$ cat src/rtl/ram_port_arbiter.sv
// ram_port_arbiter
//
// Two-requester round-robin arbiter and command sequencer in front of the
// single-port SPI command RAM. Each granted transaction (write byte or read
// byte) becomes the RAM's two-word command sequence:
//   write: {00, addr} then {01, wdata}
//   read : {10, addr} then {11, 00}, followed by a wait for ram_tx_valid
// The RAM is owned by one requester from its grant edge until its done
// pulse, so command words from different requesters never interleave.
//
// Ports
//   CLK, rst_n            clock (rising edge), asynchronous active-low reset
//   req0/req1             level transaction requests, held until granted
//   we0/we1               1 = write, 0 = read
//   addr0/addr1           target address
//   wdata0/wdata1         write data (ignored for reads)
//   gnt0/gnt1             combinational accept; operands latched on that edge
//   done0/done1           registered one-cycle completion pulse
//   rdata0/rdata1         registered read data, held until the next read
//   busy                  high whenever a transaction is in progress
//   ram_din/ram_rx_valid  registered command word and strobe to the RAM
//   ram_dout/ram_tx_valid read data and its strobe from the RAM
//
// DATA_WIDTH must equal ADDR_SIZE and CMD_WIDTH must equal ADDR_SIZE + 2.

module ram_port_arbiter #(
    parameter int unsigned ADDR_SIZE  = 8,
    parameter int unsigned DATA_WIDTH = 8,
    parameter int unsigned CMD_WIDTH  = 10
) (
    input  logic                  CLK,
    input  logic                  rst_n,

    input  logic                  req0,
    input  logic                  we0,
    input  logic [ADDR_SIZE-1:0]  addr0,
    input  logic [DATA_WIDTH-1:0] wdata0,
    output logic                  gnt0,
    output logic                  done0,
    output logic [DATA_WIDTH-1:0] rdata0,

    input  logic                  req1,
    input  logic                  we1,
    input  logic [ADDR_SIZE-1:0]  addr1,
    input  logic [DATA_WIDTH-1:0] wdata1,
    output logic                  gnt1,
    output logic                  done1,
    output logic [DATA_WIDTH-1:0] rdata1,

    output logic                  busy,

    output logic [CMD_WIDTH-1:0]  ram_din,
    output logic                  ram_rx_valid,
    input  logic [DATA_WIDTH-1:0] ram_dout,
    input  logic                  ram_tx_valid
);

    // RAM command opcodes carried in the top two bits of the command word.
    localparam logic [1:0] OP_WADDR = 2'b00;
    localparam logic [1:0] OP_WDATA = 2'b01;
    localparam logic [1:0] OP_RADDR = 2'b10;
    localparam logic [1:0] OP_RDATA = 2'b11;

    typedef enum logic [1:0] {
        IDLE,
        ADDR,
        DATA,
        RCAP
    } state_t;

    state_t                  state;
    state_t                  state_next;

    // 1 = requester 1 wins a tie at the next arbitration.
    logic                    prio_one;

    // Operands of the transaction in flight. The address is not kept: it is
    // only needed for the first command word, issued on the grant edge.
    logic                    owner;
    logic                    op_we;
    logic [DATA_WIDTH-1:0]   op_wdata;

    // Operands of whichever requester is granted this cycle.
    logic                    sel_we;
    logic [ADDR_SIZE-1:0]    sel_addr;
    logic [DATA_WIDTH-1:0]   sel_wdata;
    logic                    any_gnt;

    logic [CMD_WIDTH-1:0]    din_next;
    logic                    rxv_next;
    logic                    done0_next;
    logic                    done1_next;
    logic                    rd0_load;
    logic                    rd1_load;

    // ------------------------------------------------------------------
    // Arbitration: only in IDLE. A lone requester always wins; on a tie the
    // requester that was not served last wins.
    // ------------------------------------------------------------------
    always_comb begin
        gnt0 = 1'b0;
        gnt1 = 1'b0;
        if (state == IDLE) begin
            if (req0 && (!req1 || !prio_one)) begin
                gnt0 = 1'b1;
            end else if (req1) begin
                gnt1 = 1'b1;
            end
        end
    end

    assign any_gnt   = gnt0 | gnt1;
    assign sel_we    = gnt1 ? we1    : we0;
    assign sel_addr  = gnt1 ? addr1  : addr0;
    assign sel_wdata = gnt1 ? wdata1 : wdata0;

    assign busy = (state != IDLE);

    // ------------------------------------------------------------------
    // Next-state and registered-output logic
    // ------------------------------------------------------------------
    always_comb begin
        state_next = state;
        din_next   = ram_din;
        rxv_next   = ram_rx_valid;
        done0_next = 1'b0;
        done1_next = 1'b0;
        rd0_load   = 1'b0;
        rd1_load   = 1'b0;

        case (state)
            IDLE: begin
                rxv_next = 1'b0;
                if (any_gnt) begin
                    din_next   = {(sel_we ? OP_WADDR : OP_RADDR), sel_addr};
                    rxv_next   = 1'b1;
                    state_next = ADDR;
                end
            end

            ADDR: begin
                // RAM latches the address on this edge; issue the second word.
                if (op_we) begin
                    din_next = {OP_WDATA, op_wdata};
                end else begin
                    din_next = {OP_RDATA, {ADDR_SIZE{1'b0}}};
                end
                rxv_next   = 1'b1;
                state_next = DATA;
            end

            DATA: begin
                // RAM performs the write, or loads dout, on this edge.
                rxv_next = 1'b0;
                if (op_we) begin
                    done0_next = ~owner;
                    done1_next = owner;
                    state_next = IDLE;
                end else begin
                    state_next = RCAP;
                end
            end

            RCAP: begin
                if (ram_tx_valid) begin
                    rd0_load   = ~owner;
                    rd1_load   = owner;
                    done0_next = ~owner;
                    done1_next = owner;
                    state_next = IDLE;
                end
            end

            default: begin
                rxv_next   = 1'b0;
                state_next = IDLE;
            end
        endcase
    end

    // ------------------------------------------------------------------
    // State register
    // ------------------------------------------------------------------
    always_ff @(posedge CLK or negedge rst_n) begin
        if (!rst_n) begin
            state <= IDLE;
        end else begin
            state <= state_next;
        end
    end

    // ------------------------------------------------------------------
    // Command interface, completion pulses and arbitration pointer
    // ------------------------------------------------------------------
    always_ff @(posedge CLK or negedge rst_n) begin
        if (!rst_n) begin
            ram_din      <= '0;
            ram_rx_valid <= 1'b0;
            done0        <= 1'b0;
            done1        <= 1'b0;
            prio_one     <= 1'b0;
            owner        <= 1'b0;
            op_we        <= 1'b0;
            op_wdata     <= '0;
        end else begin
            ram_din      <= din_next;
            ram_rx_valid <= rxv_next;
            done0        <= done0_next;
            done1        <= done1_next;
            if (any_gnt) begin
                owner    <= gnt1;
                op_we    <= sel_we;
                op_wdata <= sel_wdata;
                // Hand the tie-break to the requester just passed over.
                prio_one <= gnt0;
            end
        end
    end

    // ------------------------------------------------------------------
    // Per-requester read data; only the owner's register is updated.
    // ------------------------------------------------------------------
    always_ff @(posedge CLK or negedge rst_n) begin
        if (!rst_n) begin
            rdata0 <= '0;
            rdata1 <= '0;
        end else begin
            if (rd0_load) begin
                rdata0 <= ram_dout;
            end
            if (rd1_load) begin
                rdata1 <= ram_dout;
            end
        end
    end

endmodule

$ cat config.mk
export PLATFORM = sky130hd
export DESIGN_NAME = ram_port_arbiter
export DESIGN_NICKNAME = d
export VERILOG_FILES = /design/src/rtl/ram_port_arbiter.sv
export SDC_FILE = /design/constraint.sdc
export NUM_CORES = 1
export LEC_CHECK = 0
export CAP_MARGIN = 10
export CORE_MARGIN = 2
export CORE_UTILIZATION = 46
export CTS_CLUSTER_SIZE = 12
export DETAILED_ROUTE_END_ITERATION = 8
export GPL_TIMING_DRIVEN = 0
export PLACE_DENSITY = 0.84
export SLEW_MARGIN = 25
export SYNTH_ARGS = -nofsm -noshare
export SYNTH_HDL_FRONTEND = slang
export SYNTH_SLANG_ARGS = --single-unit
$ cat constraint.sdc
create_clock -name CLK -period 4.69 [get_ports CLK]
set_input_delay 0.938 -clock CLK [delete_from_list [all_inputs] [get_ports CLK]]
set_output_delay 0.938 -clock CLK [all_outputs]
set_load 0.03 [all_outputs]
After elaboration in Yosys (flattened, before gate mapping)
Cells that the tools add are included.
{"block": "word_totals", "inputBits": 47, "elab_cells": 54, "ff_bits": 42}
{"block": "classes", "muxes": 26, "reduce_logical": 10, "n_bitwise": 2, "n_eq_ne": 5}
{"cell": "$mux W10", "count": 2}
{"cell": "$pmux W10 S2", "count": 1}
{"cell": "$mux W8", "count": 2}
{"cell": "$mux W1", "count": 13}
{"cell": "$mux W2", "count": 4}
{"cell": "$pmux W2 S4", "count": 1}
{"cell": "$eq A2 B2 Y1 const B", "count": 2}
{"cell": "$ne A2 B2 Y1 const B", "count": 2}
{"cell": "$pmux W1 S2", "count": 2}
{"cell": "$reduce_and A2 Y1", "count": 2}
{"cell": "$reduce_bool A2 Y1", "count": 2}
{"cell": "$pmux W1 S3", "count": 1}
{"cell": "$reduce_bool A3 Y1", "count": 1}
{"cell": "$eq A2 B1 Y1 const B", "count": 1}
{"cell": "$logic_not A1 Y1", "count": 2}
{"cell": "$logic_not A2 Y1", "count": 1}
{"cell": "$logic_and A1 B1 Y1", "count": 1}
{"cell": "$logic_or A1 B1 Y1", "count": 1}
{"cell": "$not A1 Y1", "count": 1}
{"cell": "$or A1 B1 Y1", "count": 1}

Logic depth before layout (Yosys ltp)
{"block": "logic_depth", "word_depth": 9, "ltp_mapped": 9}

Worst setup path after synthesis
OpenSTA, ideal clock, no wires.
{"block": "synth_path", "kind": "in2out", "start": "input req0", "end": "output gnt0", "arrival_time_ns": 1.505, "path_slack_ns": 2.247, "t_required_ns": 3.752, "stages": 2, "path_buffers": 0, "path_cell_list": "nand2_1 > a21oi_1"}
{"block": "synth_between", "elab_chain_cells": 3}
{"item": "start: declaration", "line_no": "34", "rtl": "input logic req0,"}
{"item": "$logic_and A1 B1 Y1", "line_no": "104", "rtl": "if (req0 && (!req1 || !prio_one)) begin"}
{"item": "$mux W1", "line_no": "104"}
{"item": "$mux W1", "line_no": "103", "rtl": "if (state == IDLE) begin"}
{"item": "end: declaration", "line_no": "38", "rtl": "output logic gnt0,"}
No other way between the ends.

Final worst setup path
{"block": "layout_path", "start": "input req1", "end": "output gnt1"}
{"block": "layout_between", "elab_chain_cells": 5}
{"item": "start: declaration", "line_no": "42", "rtl": "input logic req1,"}
{"item": "$logic_not A1 Y1", "line_no": "104"}
{"item": "$logic_or A1 B1 Y1", "line_no": "104"}
{"item": "$logic_and A1 B1 Y1", "line_no": "104"}
{"item": "$mux W1 *", "line_no": "104"}
{"item": "$mux W1 *", "line_no": "103"}
{"item": "end: declaration", "line_no": "46", "rtl": "output logic gnt1,"}
Every way passes the cells marked *; elsewhere a longest branch is shown, timed or not.

==> impl_metrics.prom <==
# TYPE chip_impl_metric gauge
chip_impl_metric{name="post_synth_and_or_nand_nor_area_fraction",unit="%"} 10.01
chip_impl_metric{name="crit_arrival",unit="ps"} 2840
chip_impl_info{name="topRoutingLayerUsed",value="met3"} 1
chip_impl_info{name="root_buffer",value="sky130_fd_sc_hd__clkbuf_8"} 1
chip_impl_info{name="cp-end-kind",value="output pin"} 1
chip_impl_info{name="worst_setup_path_start_kind",value="input pin"} 1
chip_impl_metric{name="met2_wirelength",unit="um"} 2197
chip_impl_metric{name="grt_max_degree",unit=""} 29
chip_impl_metric{name="insertion_delay",unit="ps"} 290
chip_impl_metric{name="timing.final.crit_share",unit="%"} 80.46
chip_impl_metric{name="max_freq",unit="MHz"} 265.0
chip_impl_metric{name="rrSetupSlack",unit="ps"} 2710
chip_impl_metric{name="setup_viol_count_final",unit=""} 0
chip_impl_info{name="layout_commonest_cell",value="sky130_fd_sc_hd__clkdlybuf4s50_1"} 1
chip_impl_metric{name="first_iter_violations",unit=""} 55
chip_impl_metric{name="max_clock_buf_depth",unit=""} 2
chip_impl_metric{name="via_count",unit=""} 1620
chip_impl_metric{name="finalWorstPathRequiredPeriod",unit="ps"} 3773
chip_impl_metric{name="post-dp-hpwl",unit="um"} 3470
chip_impl_metric{name="hold_buffers",unit=""} 0
chip_impl_metric{name="fin_skew",unit="ps"} 5.050
chip_impl_metric{name="layout-area-overhead-vs-synth",unit="%"} 49.14
chip_impl_metric{name="power.ir.vdd_worst",unit="V"} 0.0002502
chip_impl_metric{name="gp_routability_congestion",unit=""} 0.7368
chip_impl_metric{name="cts_sinks",unit=""} 42
chip_impl_metric{name="wl_per_cell",unit="um"} 14.59
chip_impl_metric{name="global_route_wire_length_before_repair",unit="um"} 7948
chip_impl_metric{name="worst-slew-pin-transition",unit="ps"} 433.6
chip_impl_info{name="tritoncts",value="built"} 1
chip_impl_metric{name="wirelength",unit="um"} 4493
chip_impl_metric{name="core_area",unit="sq um"} 4058
chip_impl_metric{name="cts_resized",unit=""} 0
chip_impl_metric{name="power_density",unit="nW/um^2"} 656.4
chip_impl_metric{name="diodes",unit=""} 0
chip_impl_info{name="setup.worst_path.class",value="input pin to output pin"} 1
chip_impl_metric{name="post_route_cells_drive_above_1_share",unit="%"} 12.40
chip_impl_info{name="hold_path_end",value="op_wdata[5]"} 1
chip_impl_info{name="launch_instance_of_the_worst_min_delay_path",value="op_wdata[5]"} 1
chip_impl_metric{name="hold_viol",unit=""} 0
chip_impl_metric{name="final_core_utilization",unit="%"} 72.16
chip_impl_info{name="outcome",value="completed"} 1
chip_impl_metric{name="cp.required",unit="ps"} 3750
chip_impl_metric{name="min_path_cells",unit=""} 2
chip_impl_metric{name="cts_buf_count",unit=""} 5
chip_impl_metric{name="chipWidth",unit="um"} 69.33
chip_impl_metric{name="power_leakage",unit="nW"} 1.217
chip_impl_metric{name="cts.repair_timing.setup_buffer_count",unit=""} 0
chip_impl_info{name="setup_repair_after_global_routing_missed_its_margin",value="no"} 1
chip_impl_metric{name="synth_xor_area_share",unit="%"} 0
chip_impl_metric{name="postSynthRegisterBits",unit=""} 42
chip_impl_metric{name="met3WireLength",unit="um"} 304
chip_impl_metric{name="worst-path-max-fanout",unit=""} 10
chip_impl_metric{name="detail-route-antenna-nets",unit=""} 0
chip_impl_info{name="main_combinational_cell_family_by_area_after_synthesis",value="multiplexers"} 1
chip_impl_metric{name="finalSetupTns",unit="ps"} 0
chip_impl_metric{name="drv.max_cap_violation_count",unit=""} 0
chip_impl_metric{name="syn_avg_cell_area",unit="sq um"} 11.48
chip_impl_metric{name="synth.cell_area",unit="sq um"} 1963
chip_impl_metric{name="number_of_iterations_in_the_first_detailed_routing_pass",unit=""} 4
chip_impl_metric{name="dpl_worst_slack",unit="ps"} 913.9
chip_impl_info{name="end_of_the_worst_register_to_register_path",value="op_wdata[5]"} 1
chip_impl_metric{name="clk_transition_reported_paths",unit="ps"} 70
chip_impl_metric{name="synth_seq_area_share",unit="%"} 53.54
chip_impl_metric{name="drt_drc_violations_left",unit=""} 0
chip_impl_metric{name="synthMuxAreaShare",unit="%"} 18.36
chip_impl_info{name="final_cell_mix",value="77 x sky130_fd_sc_hd__clkdlybuf4s50_1, 42 x sky130_fd_sc_hd__dfrtp_1, 21 x sky130_fd_sc_hd__nand2_1, 18 x sky130_fd_sc_hd__mux2i_1, 16 x sky130_fd_sc_hd__mux2_2"} 1
chip_impl_metric{name="overflow",unit=""} 0
chip_impl_metric{name="detail_route.vias_per_cell",unit=""} 5.260
chip_impl_metric{name="synth_fp_nets",unit=""} 223
chip_impl_metric{name="placed_cell_area",unit="sq um"} 2821
chip_impl_metric{name="syn-instance-count",unit=""} 171
chip_impl_metric{name="timing.slew.headroom",unit="%"} 71.01
chip_impl_metric{name="rows",unit=""} 23
chip_impl_metric{name="synth_cell_types",unit=""} 28
chip_impl_metric{name="drv_slew",unit=""} 0
chip_impl_info{name="hold_path.class",value="register to register"} 1
chip_impl_metric{name="reg2reg_depth",unit=""} 9
chip_impl_metric{name="grt_pass1_vias",unit=""} 1630
chip_impl_metric{name="antenna_found_initial",unit=""} 0
chip_impl_metric{name="initial_standard_cell_utilization_of_the_core",unit="%"} 48.38
chip_impl_metric{name="wl_met1",unit="um"} 1991
chip_impl_metric{name="gr-usage-all-layers",unit="%"} 20.86
chip_impl_metric{name="postLayoutCellArea",unit="sq um"} 2928
chip_impl_info{name="startpoint_of_the_worst_slack_reg_to_reg_timing_path",value="state[0]"} 1
chip_impl_metric{name="numPortBuffers",unit=""} 78
chip_impl_metric{name="cts_max_level",unit=""} 2
chip_impl_metric{name="finalWorstSetupSlack",unit="ps"} 916.6
chip_impl_metric{name="die_height",unit="um"} 69.33
chip_impl_metric{name="ios",unit=""} 79
chip_impl_metric{name="design.final.nets",unit=""} 309
chip_impl_metric{name="fill_cell_total_of_the_finished_layout",unit=""} 294
chip_impl_metric{name="synth_compound_area_share",unit="%"} 10.45
chip_impl_metric{name="synthAdderAreaFrac",unit="%"} 3.187
chip_impl_metric{name="number_of_warnings_issued_by_yosys",unit=""} 0
chip_impl_metric{name="fp.dieArea",unit="sq um"} 4806
## layer usage
metal	track usage (%)	vias up
li1	-	775
met1	28.46	772
met2	32.91	73
met3	5.669	0
met4	5.664	0
met5	0	-
## critical path: stages
cell,delay [ps]
sky130_fd_sc_hd__clkdlybuf4s50_1,550
sky130_fd_sc_hd__nand2_1,90
sky130_fd_sc_hd__a21oi_1,120
sky130_fd_sc_hd__buf_4,240
sky130_fd_sc_hd__buf_6,190
sky130_fd_sc_hd__clkdlybuf4s50_1,690
## state kept, by name, summed over array words and instances, names as in the netlist
register and cells:
ram_din 10, prio_one 1, rdata1 8, op_we 1, state 2, ram_rx_valid 1, op_wdata 8, rdata0 8
done0 1, done1 1, owner 1
## cell usage after synthesis
cell type / instances / area share, %
sky130_fd_sc_hd__nand2_1: 21 / 4.0
sky130_fd_sc_hd__or2_2: 1 / 0.32
sky130_fd_sc_hd__clkbuf_1: 3 / 0.57
sky130_fd_sc_hd__buf_2: 1 / 0.25
sky130_fd_sc_hd__a21oi_1: 6 / 1.5
sky130_fd_sc_hd__o21ai_0: 12 / 3.1
sky130_fd_sc_hd__nor2b_1: 1 / 0.32
sky130_fd_sc_hd__mux2i_1: 18 / 9.2
sky130_fd_sc_hd__nor2_1: 6 / 1.1
sky130_fd_sc_hd__buf_4: 1 / 0.38
sky130_fd_sc_hd__nand3b_1: 1 / 0.38
sky130_fd_sc_hd__or3b_1: 1 / 0.45
sky130_fd_sc_hd__o211ai_1: 8 / 3.1
sky130_fd_sc_hd__mux2_2: 16 / 9.2
sky130_fd_sc_hd__o221a_1: 1 / 0.57
sky130_fd_sc_hd__inv_1: 6 / 1.1
sky130_fd_sc_hd__a31oi_1: 2 / 0.64
sky130_fd_sc_hd__a21boi_0: 1 / 0.38
sky130_fd_sc_hd__buf_6: 3 / 1.7
sky130_fd_sc_hd__dfrtp_1: 42 / 54
sky130_fd_sc_hd__nand4_1: 8 / 2.5
sky130_fd_sc_hd__a22oi_1: 1 / 0.38
sky130_fd_sc_hd__ha_1: 5 / 3.2
sky130_fd_sc_hd__o21ai_4: 1 / 0.83
sky130_fd_sc_hd__inv_2: 1 / 0.19
sky130_fd_sc_hd__buf_1: 1 / 0.19
sky130_fd_sc_hd__nand2b_1: 1 / 0.32
sky130_fd_sc_hd__nand3_1: 2 / 0.51
## how the worst max path moves through the flow
stage | start | endpoint | slack (ps) | cells after the start
floorplan | req0 | gnt0 | 2250 | 2
global placement | req1 | gnt1 | 920 | 6
detailed placement | req1 | gnt1 | 910 | 6
CTS | req1 | gnt1 | 900 | 6
global route | req1 | gnt1 | 760 | 6
finish | req1 | gnt1 | 920 | 6
## logic make-up (layout without fill, tap and decap cells)
logic type	after synthesis	in the layout
flops	42	42
simple gates	42	42
mux	34	34
compound gates	32	32
buf+inv	16	103
fa+ha+maj	5	5
## through the flow
stage,total power [W],std cells,hold WS [ps]
finish,0.001922,308,489.3
global route,0.002059,308,516.9
CTS,0.001938,308,492.5
detailed placement,0.001658,300,475.7
global placement,0.001619,299,464.5
floorplan,0.001258,171,449.5
## area by class of cell
| type | instances | area, sq um | share of cell area [%] |
|---|---|---|---|
| multi-input combinational | 113 | 824.5 | 28.16 |
| clock buffer | 7 | 76.32 | 2.607 |
| inverter | 7 | 26.28 | 0.8974 |
| clock inverter | 1 | 30.03 | 1.026 |
| timing repair buffer | 79 | 795.8 | 27.18 |
| sequential | 42 | 1051 | 35.90 |
| tap | 50 | 62.56 | 2.137 |
| buffer | 9 | 61.31 | 2.094 |
## report_power, final
group | switching, W | total, W | leakage (nW) | internal [W]
Combinational | 0.000565 | 0.00102 | 0.646 | 0.000452
Clock | 0.000114 | 0.000274 | 0.0524 | 0.000159
Sequential | 0.0000992 | 0.000631 | 0.519 | 0.000532
No activity file was read; power rests on OpenSTA's default activity.
